$ cat config.mk
export PLATFORM = sky130hd
export DESIGN_NAME = decode_int_flat
export DESIGN_NICKNAME = d
export VERILOG_FILES = /design/src/rtl/decode_int_if.sv /design/src/rtl/decode_int.sv /design/src/flat_wrapper.sv
export SDC_FILE = /design/constraint.sdc
export NUM_CORES = 1
export LEC_CHECK = 0
export CAP_MARGIN = 5
export CORE_UTILIZATION = 51
export CTS_CLUSTER_DIAMETER = 40
export CTS_CLUSTER_SIZE = 28
export DETAILED_ROUTE_END_ITERATION = 16
export GPL_ROUTABILITY_DRIVEN = 0
export PLACE_DENSITY_LB_ADDON = 0.3
export SETUP_SLACK_MARGIN = 0.15
export SLEW_MARGIN = 25
export SYNTH_ARGS = -nofsm -noshare
export SYNTH_HDL_FRONTEND = slang
export SYNTH_SLANG_ARGS = --single-unit
$ cat constraint.sdc
create_clock -name clk -period 15.4 [get_ports clk]
set_input_delay 1.54 -clock clk [delete_from_list [all_inputs] [get_ports clk]]
set_output_delay 1.54 -clock clk [all_outputs]
set_load 0.005 [all_outputs]
$ cat src/rtl/decode_int_if.sv
// Fetch-to-decode handshake plus the decoded-instruction bundle presented to execute.
interface decode_int_if #(
  parameter int ALEN = 64
);
  logic            fetch_valid;
  logic            fetch_ready;
  logic [31:0]     fetch_instruction;
  logic [ALEN-1:0] fetch_instruction_addr;
  logic            exec_stall;
  logic            flush;
  logic            decode_valid;
  logic            decode_is_int;
  logic            decode_illegal;
  logic [ALEN-1:0] decode_instruction_addr;
  logic [4:0]      decode_opcode;
  logic [4:0]      decode_rd;
  logic [2:0]      decode_funct3;
  logic [4:0]      decode_rs1;
  logic [4:0]      decode_rs2;
  logic [6:0]      decode_funct7;
  logic [19:0]     decode_u_imm;

  // Decode stage view.
  modport slave (
    input  fetch_valid, fetch_instruction, fetch_instruction_addr, exec_stall, flush,
    output fetch_ready, decode_valid, decode_is_int, decode_illegal, decode_instruction_addr,
           decode_opcode, decode_rd, decode_funct3, decode_rs1, decode_rs2, decode_funct7,
           decode_u_imm
  );

  // Fetch/execute (environment) view.
  modport master (
    output fetch_valid, fetch_instruction, fetch_instruction_addr, exec_stall, flush,
    input  fetch_ready, decode_valid, decode_is_int, decode_illegal, decode_instruction_addr,
           decode_opcode, decode_rd, decode_funct3, decode_rs1, decode_rs2, decode_funct7,
           decode_u_imm
  );
endinterface

$ cat src/rtl/decode_int.sv
// Integer decode stage: registered output stage backed by a one-entry skid buffer,
// so fetch_ready is a pure register output. Flush empties both entries.
module decode_int #(
  parameter int ALEN = 64
) (
  input logic         clk,
  input logic         rst,
  decode_int_if.slave bus
);

  logic            out_valid, out_valid_d;
  logic            out_is_int, out_illegal;
  logic [31:0]     out_instr;
  logic [ALEN-1:0] out_addr;

  logic            skid_valid, skid_valid_d;
  logic [31:0]     skid_instr;
  logic [ALEN-1:0] skid_addr;

  logic            xfer;
  logic            load_out, load_skid;
  logic [31:0]     sel_instr;
  logic [ALEN-1:0] sel_addr;
  logic            sel_illegal, sel_is_int;

  assign bus.fetch_ready = !skid_valid;
  assign xfer            = bus.fetch_valid && !skid_valid;

  // The skid entry is always older than anything fetch presents, so it wins the source select.
  assign sel_instr = skid_valid ? skid_instr : bus.fetch_instruction;
  assign sel_addr  = skid_valid ? skid_addr  : bus.fetch_instruction_addr;

  // Classify the selected instruction before it is registered.
  always_comb begin
    sel_illegal = (sel_instr[1:0] != 2'b11) || (sel_instr[4:2] == 3'b111) || (sel_instr == 32'h0);
    sel_is_int  = 1'b0;
    if (!sel_illegal) begin
      case (sel_instr[6:2])
        5'b01101, 5'b00101, 5'b01100, 5'b00100, 5'b01110, 5'b00110: sel_is_int = 1'b1;
        default:                                                    sel_is_int = 1'b0;
      endcase
    end
  end

  // Decide what the output stage and skid do this cycle; flush beats everything but reset.
  always_comb begin
    out_valid_d  = out_valid;
    skid_valid_d = skid_valid;
    load_out     = 1'b0;
    load_skid    = 1'b0;
    if (bus.flush) begin
      out_valid_d  = 1'b0;
      skid_valid_d = 1'b0;
    end else if (!bus.exec_stall) begin
      if (skid_valid) begin
        out_valid_d  = 1'b1;
        skid_valid_d = 1'b0;
        load_out     = 1'b1;
      end else begin
        out_valid_d = xfer;
        load_out    = xfer;
      end
    end else if (xfer) begin
      if (out_valid) begin
        skid_valid_d = 1'b1;
        load_skid    = 1'b1;
      end else begin
        out_valid_d = 1'b1;
        load_out    = 1'b1;
      end
    end
  end

  // Valid flags carry the reset; payloads need none since they are qualified by valid.
  always_ff @(posedge clk) begin
    if (rst) begin
      out_valid  <= 1'b0;
      skid_valid <= 1'b0;
    end else begin
      out_valid  <= out_valid_d;
      skid_valid <= skid_valid_d;
    end
  end

  // Capture payloads for whichever entry is being loaded.
  always_ff @(posedge clk) begin
    if (load_out) begin
      out_instr   <= sel_instr;
      out_addr    <= sel_addr;
      out_is_int  <= sel_is_int;
      out_illegal <= sel_illegal;
    end
    if (load_skid) begin
      skid_instr <= bus.fetch_instruction;
      skid_addr  <= bus.fetch_instruction_addr;
    end
  end

  assign bus.decode_valid            = out_valid;
  assign bus.decode_is_int           = out_is_int;
  assign bus.decode_illegal          = out_illegal;
  assign bus.decode_instruction_addr = out_addr;
  assign bus.decode_opcode           = out_instr[6:2];
  assign bus.decode_rd               = out_instr[11:7];
  assign bus.decode_funct3           = out_instr[14:12];
  assign bus.decode_rs1              = out_instr[19:15];
  assign bus.decode_rs2              = out_instr[24:20];
  assign bus.decode_funct7           = out_instr[31:25];
  assign bus.decode_u_imm            = out_instr[31:12];

  logic unused_low;
  assign unused_low = ^out_instr[1:0];

endmodule
$ cat src/flat_wrapper.sv
// flat-port wrapper written by rule: the top's interface ports become plain ports
module decode_int_flat 
#(
  parameter int ALEN = 64
)
  (clk, rst, bus_fetch_valid, bus_fetch_instruction, bus_fetch_instruction_addr, bus_exec_stall, bus_flush, bus_fetch_ready, bus_decode_valid, bus_decode_is_int, bus_decode_illegal, bus_decode_instruction_addr, bus_decode_opcode, bus_decode_rd, bus_decode_funct3, bus_decode_rs1, bus_decode_rs2, bus_decode_funct7, bus_decode_u_imm);
  decode_int_if #(.ALEN(ALEN)) bus_i ();
  input logic clk;
  input logic rst;
  input wire logic [$bits(bus_i.fetch_valid)-1:0] bus_fetch_valid;
  input wire logic [$bits(bus_i.fetch_instruction)-1:0] bus_fetch_instruction;
  input wire logic [$bits(bus_i.fetch_instruction_addr)-1:0] bus_fetch_instruction_addr;
  input wire logic [$bits(bus_i.exec_stall)-1:0] bus_exec_stall;
  input wire logic [$bits(bus_i.flush)-1:0] bus_flush;
  output wire logic [$bits(bus_i.fetch_ready)-1:0] bus_fetch_ready;
  output wire logic [$bits(bus_i.decode_valid)-1:0] bus_decode_valid;
  output wire logic [$bits(bus_i.decode_is_int)-1:0] bus_decode_is_int;
  output wire logic [$bits(bus_i.decode_illegal)-1:0] bus_decode_illegal;
  output wire logic [$bits(bus_i.decode_instruction_addr)-1:0] bus_decode_instruction_addr;
  output wire logic [$bits(bus_i.decode_opcode)-1:0] bus_decode_opcode;
  output wire logic [$bits(bus_i.decode_rd)-1:0] bus_decode_rd;
  output wire logic [$bits(bus_i.decode_funct3)-1:0] bus_decode_funct3;
  output wire logic [$bits(bus_i.decode_rs1)-1:0] bus_decode_rs1;
  output wire logic [$bits(bus_i.decode_rs2)-1:0] bus_decode_rs2;
  output wire logic [$bits(bus_i.decode_funct7)-1:0] bus_decode_funct7;
  output wire logic [$bits(bus_i.decode_u_imm)-1:0] bus_decode_u_imm;
  assign bus_i.fetch_valid = bus_fetch_valid;
  assign bus_i.fetch_instruction = bus_fetch_instruction;
  assign bus_i.fetch_instruction_addr = bus_fetch_instruction_addr;
  assign bus_i.exec_stall = bus_exec_stall;
  assign bus_i.flush = bus_flush;
  assign bus_fetch_ready = bus_i.fetch_ready;
  assign bus_decode_valid = bus_i.decode_valid;
  assign bus_decode_is_int = bus_i.decode_is_int;
  assign bus_decode_illegal = bus_i.decode_illegal;
  assign bus_decode_instruction_addr = bus_i.decode_instruction_addr;
  assign bus_decode_opcode = bus_i.decode_opcode;
  assign bus_decode_rd = bus_i.decode_rd;
  assign bus_decode_funct3 = bus_i.decode_funct3;
  assign bus_decode_rs1 = bus_i.decode_rs1;
  assign bus_decode_rs2 = bus_i.decode_rs2;
  assign bus_decode_funct7 = bus_i.decode_funct7;
  assign bus_decode_u_imm = bus_i.decode_u_imm;
  decode_int #(.ALEN(ALEN)) u_core (.clk(clk), .rst(rst), .bus(bus_i));
endmodule
==> metrics.yaml <==
switching_share_pct: 20.1
worstMarginPinSlew_ns: 0.834
critPathKind: "in2reg"
ys_seq_area_share_pct: 79.8
drtIter0Drc: 210
fin_cells: 742
cp_max_fo: 58
grt_overflow: 0
antenna_cells: 0
die_y_microns: 121
slowest_stage: "buf_4"
slowest_delay_ns: 0.69
intPower_w: 0.000856
clk_path_buf_depth: 2
drt-vias-per-instance: 5.00
cts_tree: "built"
p_leak_nw: 3.29
clock_latency_ns: 0.42
met1Wirelength_mm: 5.73
power_switching_w: 0.000215
period_minus_slack_ns: 3.42
cts_setup_buffers: 0
endpoint_kind: "flop"
postSynthAreaPerCell_sq_um: 21.5
wl_per_cell_microns: 17.9
synth_cell_types: 22
postSynthCellCount: 338
fin_setup_tns_ns: 0
dieArea_sq_um: 14800
synth_nets: 439
fin_ws_ns: 11.98
synth.area.top_cells: "edfxtp_1 79%, mux2_2 14%, buf_4 2.3%, buf_6 1.1%, dfxtp_1 0.55%"
htree_num_levels: 4
track_usage_pct: 18.5
fin_nets: 650
antenna_found_initial: 0
highest_layer: "met4"
drv_cap: 0
cts_made_buffers: 17
skew_ns: 0.00878
clkTransAtPathRegs_ns: 0.07
top_level_ports: 219
path_cells: "clkdlybuf4s50_1, nor2_1, nor3_2, buf_4, buf_4"
ant_nets: 0
fin_crit_sh_pct: 22.2
ctsHoldBuffers: 0
die_x_microns: 121
routed_wl_mm: 13.3
grt_max_degree: 88
start_util_pct: 52.4
setup_viol: 0
grt_pass1_wl_mm: 19.9
critPathRequiredTime_ns: 15.45
fmax_mhz: 293
drive_above_1_share_pct: 23.8
status: "complete, no violations"
cp.arrival_ns: 3.47
grt_pass1_vias: 3748
core_sq_um: 13900
ir_drop_uv: 67.3
io_buffer_count: 218
dr.pass1.iters: 6
clockRootBuffer: "clkbuf_16"
powerDensity_nw_per_um2: 107
slew_headroom_pct: 44.4
rsz0062_at_grt: "false"
pre_cts_slack_ns: 11.54
wl_met2_mm: 6.21
numClockSinks: 194
clkPwrFrac_pct: 36.3
hold_viol: 0
syn_to_final_growth_pct: 37.1
syn_area_sq_um: 7280
yosysWarnings: 0
synth_seq_cells: 194
synth_top_cell_by_area: "edfxtp_1"
dp.cells: 710
synth_top_area_share_pct: 79.2
vias: 3712
drcViolationCount: 0
worstSetupStartpointType: "input port"
crit_path_frequent_cell: "buf_4"
dp_hpwl_mm: 8.48
hold_path_class: "reg2reg"
p_comb_share_pct: 7.6
ctsResizeCount: 0
seqPwrFrac_pct: 56.1
std_cell_rows: 43
slew_violations: 0
routed-wl-met3_mm: 1.09
==> cell usage after synthesis <==
| library cell | instances |
|---|---|
| nand3_2 | 1 |
| buf_8 | 1 |
| buf_6 | 7 |
| and4b_1 | 1 |
| o21ai_2 | 1 |
| o21ai_0 | 1 |
| inv_1 | 2 |
| edfxtp_1 | 192 |
| buf_4 | 22 |
| nor2_1 | 1 |
| buf_12 | 1 |
| o21a_1 | 1 |
| nand2b_1 | 1 |
| nand2_1 | 3 |
| dfxtp_1 | 2 |
| nor3_1 | 2 |
| mux2i_1 | 1 |
| mux2_2 | 93 |
| a211oi_2 | 2 |
| a21o_1 | 1 |
| a32oi_2 | 1 |
| and2b_1 | 1 |
==> final cells by class <==
| cell class | count | area (sq um) |
|---|---|---|
| inverter | 2 | 7.51 |
| fill | 888 | 3900 |
| multi-input combinational | 111 | 1200 |
| sequential | 194 | 5810 |
| timing repair buffer | 223 | 2220 |
| clock buffer | 18 | 429 |
| tap | 180 | 225 |
| clock inverter | 14 | 91.3 |
==> worst paths after layout <==
path | startpoint | to | slack [ns] | depth (start not counted)
hold / removal | u_core.skid_instr[23] | u_core.out_instr[23] | 0.55 | 1
setup reg to reg | u_core.skid_valid | u_core.bus.decode_instruction_addr[43] | 13.10 | 4
hold reg to reg | u_core.skid_instr[23] | u_core.out_instr[23] | 0.55 | 1
setup / recovery | bus_fetch_valid | u_core.bus.decode_instruction_addr[43] | 11.98 | 5
==> critical path: cells and delay by family <==
kind | cells | cell delay (ns)
and+or+nand+nor | 2 | 0.20
buffers and inverters | 3 | 1.66
==> layer usage <==
layer,up-vias,GRT usage (%)
li1,1733,-
met3,19,6.30
met1,1780,24.2
met5,-,0
met2,180,28.1
met4,0,8.02
==> cell usage in the layout, fill, tap and decap left out <==
master	synthesis	routed
buf_4	22	4
clkbuf_1	0	1
nand2_1	3	3
nor2_1	1	1
inv_1	2	2
o21ai_0	1	1
clkbuf_16	0	17
clkdlybuf4s50_1	0	218
o21ai_2	1	1
nand2b_1	1	1
nor3_2	0	2
inv_6	0	1
mux2_2	93	93
dfxtp_4	0	1
and4b_1	1	1
dfxtp_1	2	1
a211oi_2	2	2
o21a_1	1	1
mux2i_1	1	1
a32oi_2	1	1
clkinvlp_4	0	4
buf_6	7	1
and2b_1	1	1
clkinv_4	0	3
a21o_1	1	1
clkinv_2	0	3
clkinv_1	0	3
edfxtp_1	192	192
nand3_2	1	1
==> power groups by stage <==
stage,sequential (W),combinational [W],clock [W]
floorplan,0.000617,0.0000223,0
global route,0.000602,0.0000870,0.000417
finish,0.000601,0.0000809,0.000389
detailed placement,0.000613,0.0000810,0
global placement,0.000613,0.0000790,0
CTS,0.000601,0.0000819,0.000398
==> kinds of logic (layout without fill, tap and decap cells) <==
kind of cell | Yosys count | count (layout) | share of synthesized area, %
buffers and inverters | 33 | 257 | 3.94
and+or+nand+nor | 10 | 10 | 0.808
muxes | 94 | 94 | 14.5
DFF | 194 | 194 | 79.8
AOI/OAI and AO/OA | 7 | 7 | 0.963
==> stage by stage <==
stage / hold WS [ns] / cell area (sq um) / utilization [%] / power [W]
4_1_cts: 0.551 / 9980 / 71.9 / 0.00108
2_1_floorplan: 0.511 / 7280 / - / 0.000639
3_3_place_gp: 0.526 / 9460 / 68.1 / 0.000692
5_1_grt: 0.563 / 9980 / 71.9 / 0.00111
6_report: 0.548 / 9980 / 71.9 / 0.00107
3_5_place_dp: 0.531 / 9460 / 68.2 / 0.000694
==> sequential cells by signal (all words and copies together), names as in the netlist <==
register                            cells
u_core.skid_addr                       64
u_core.bus.decode_instruction_addr     64
u_core.bus.decode_illegal               1
u_core.bus.decode_valid                 1
u_core.skid_valid                       1
u_core.skid_instr                      32
u_core.out_instr                       30
u_core.bus.decode_is_int                1
Power figures use the tool's default switching activity.
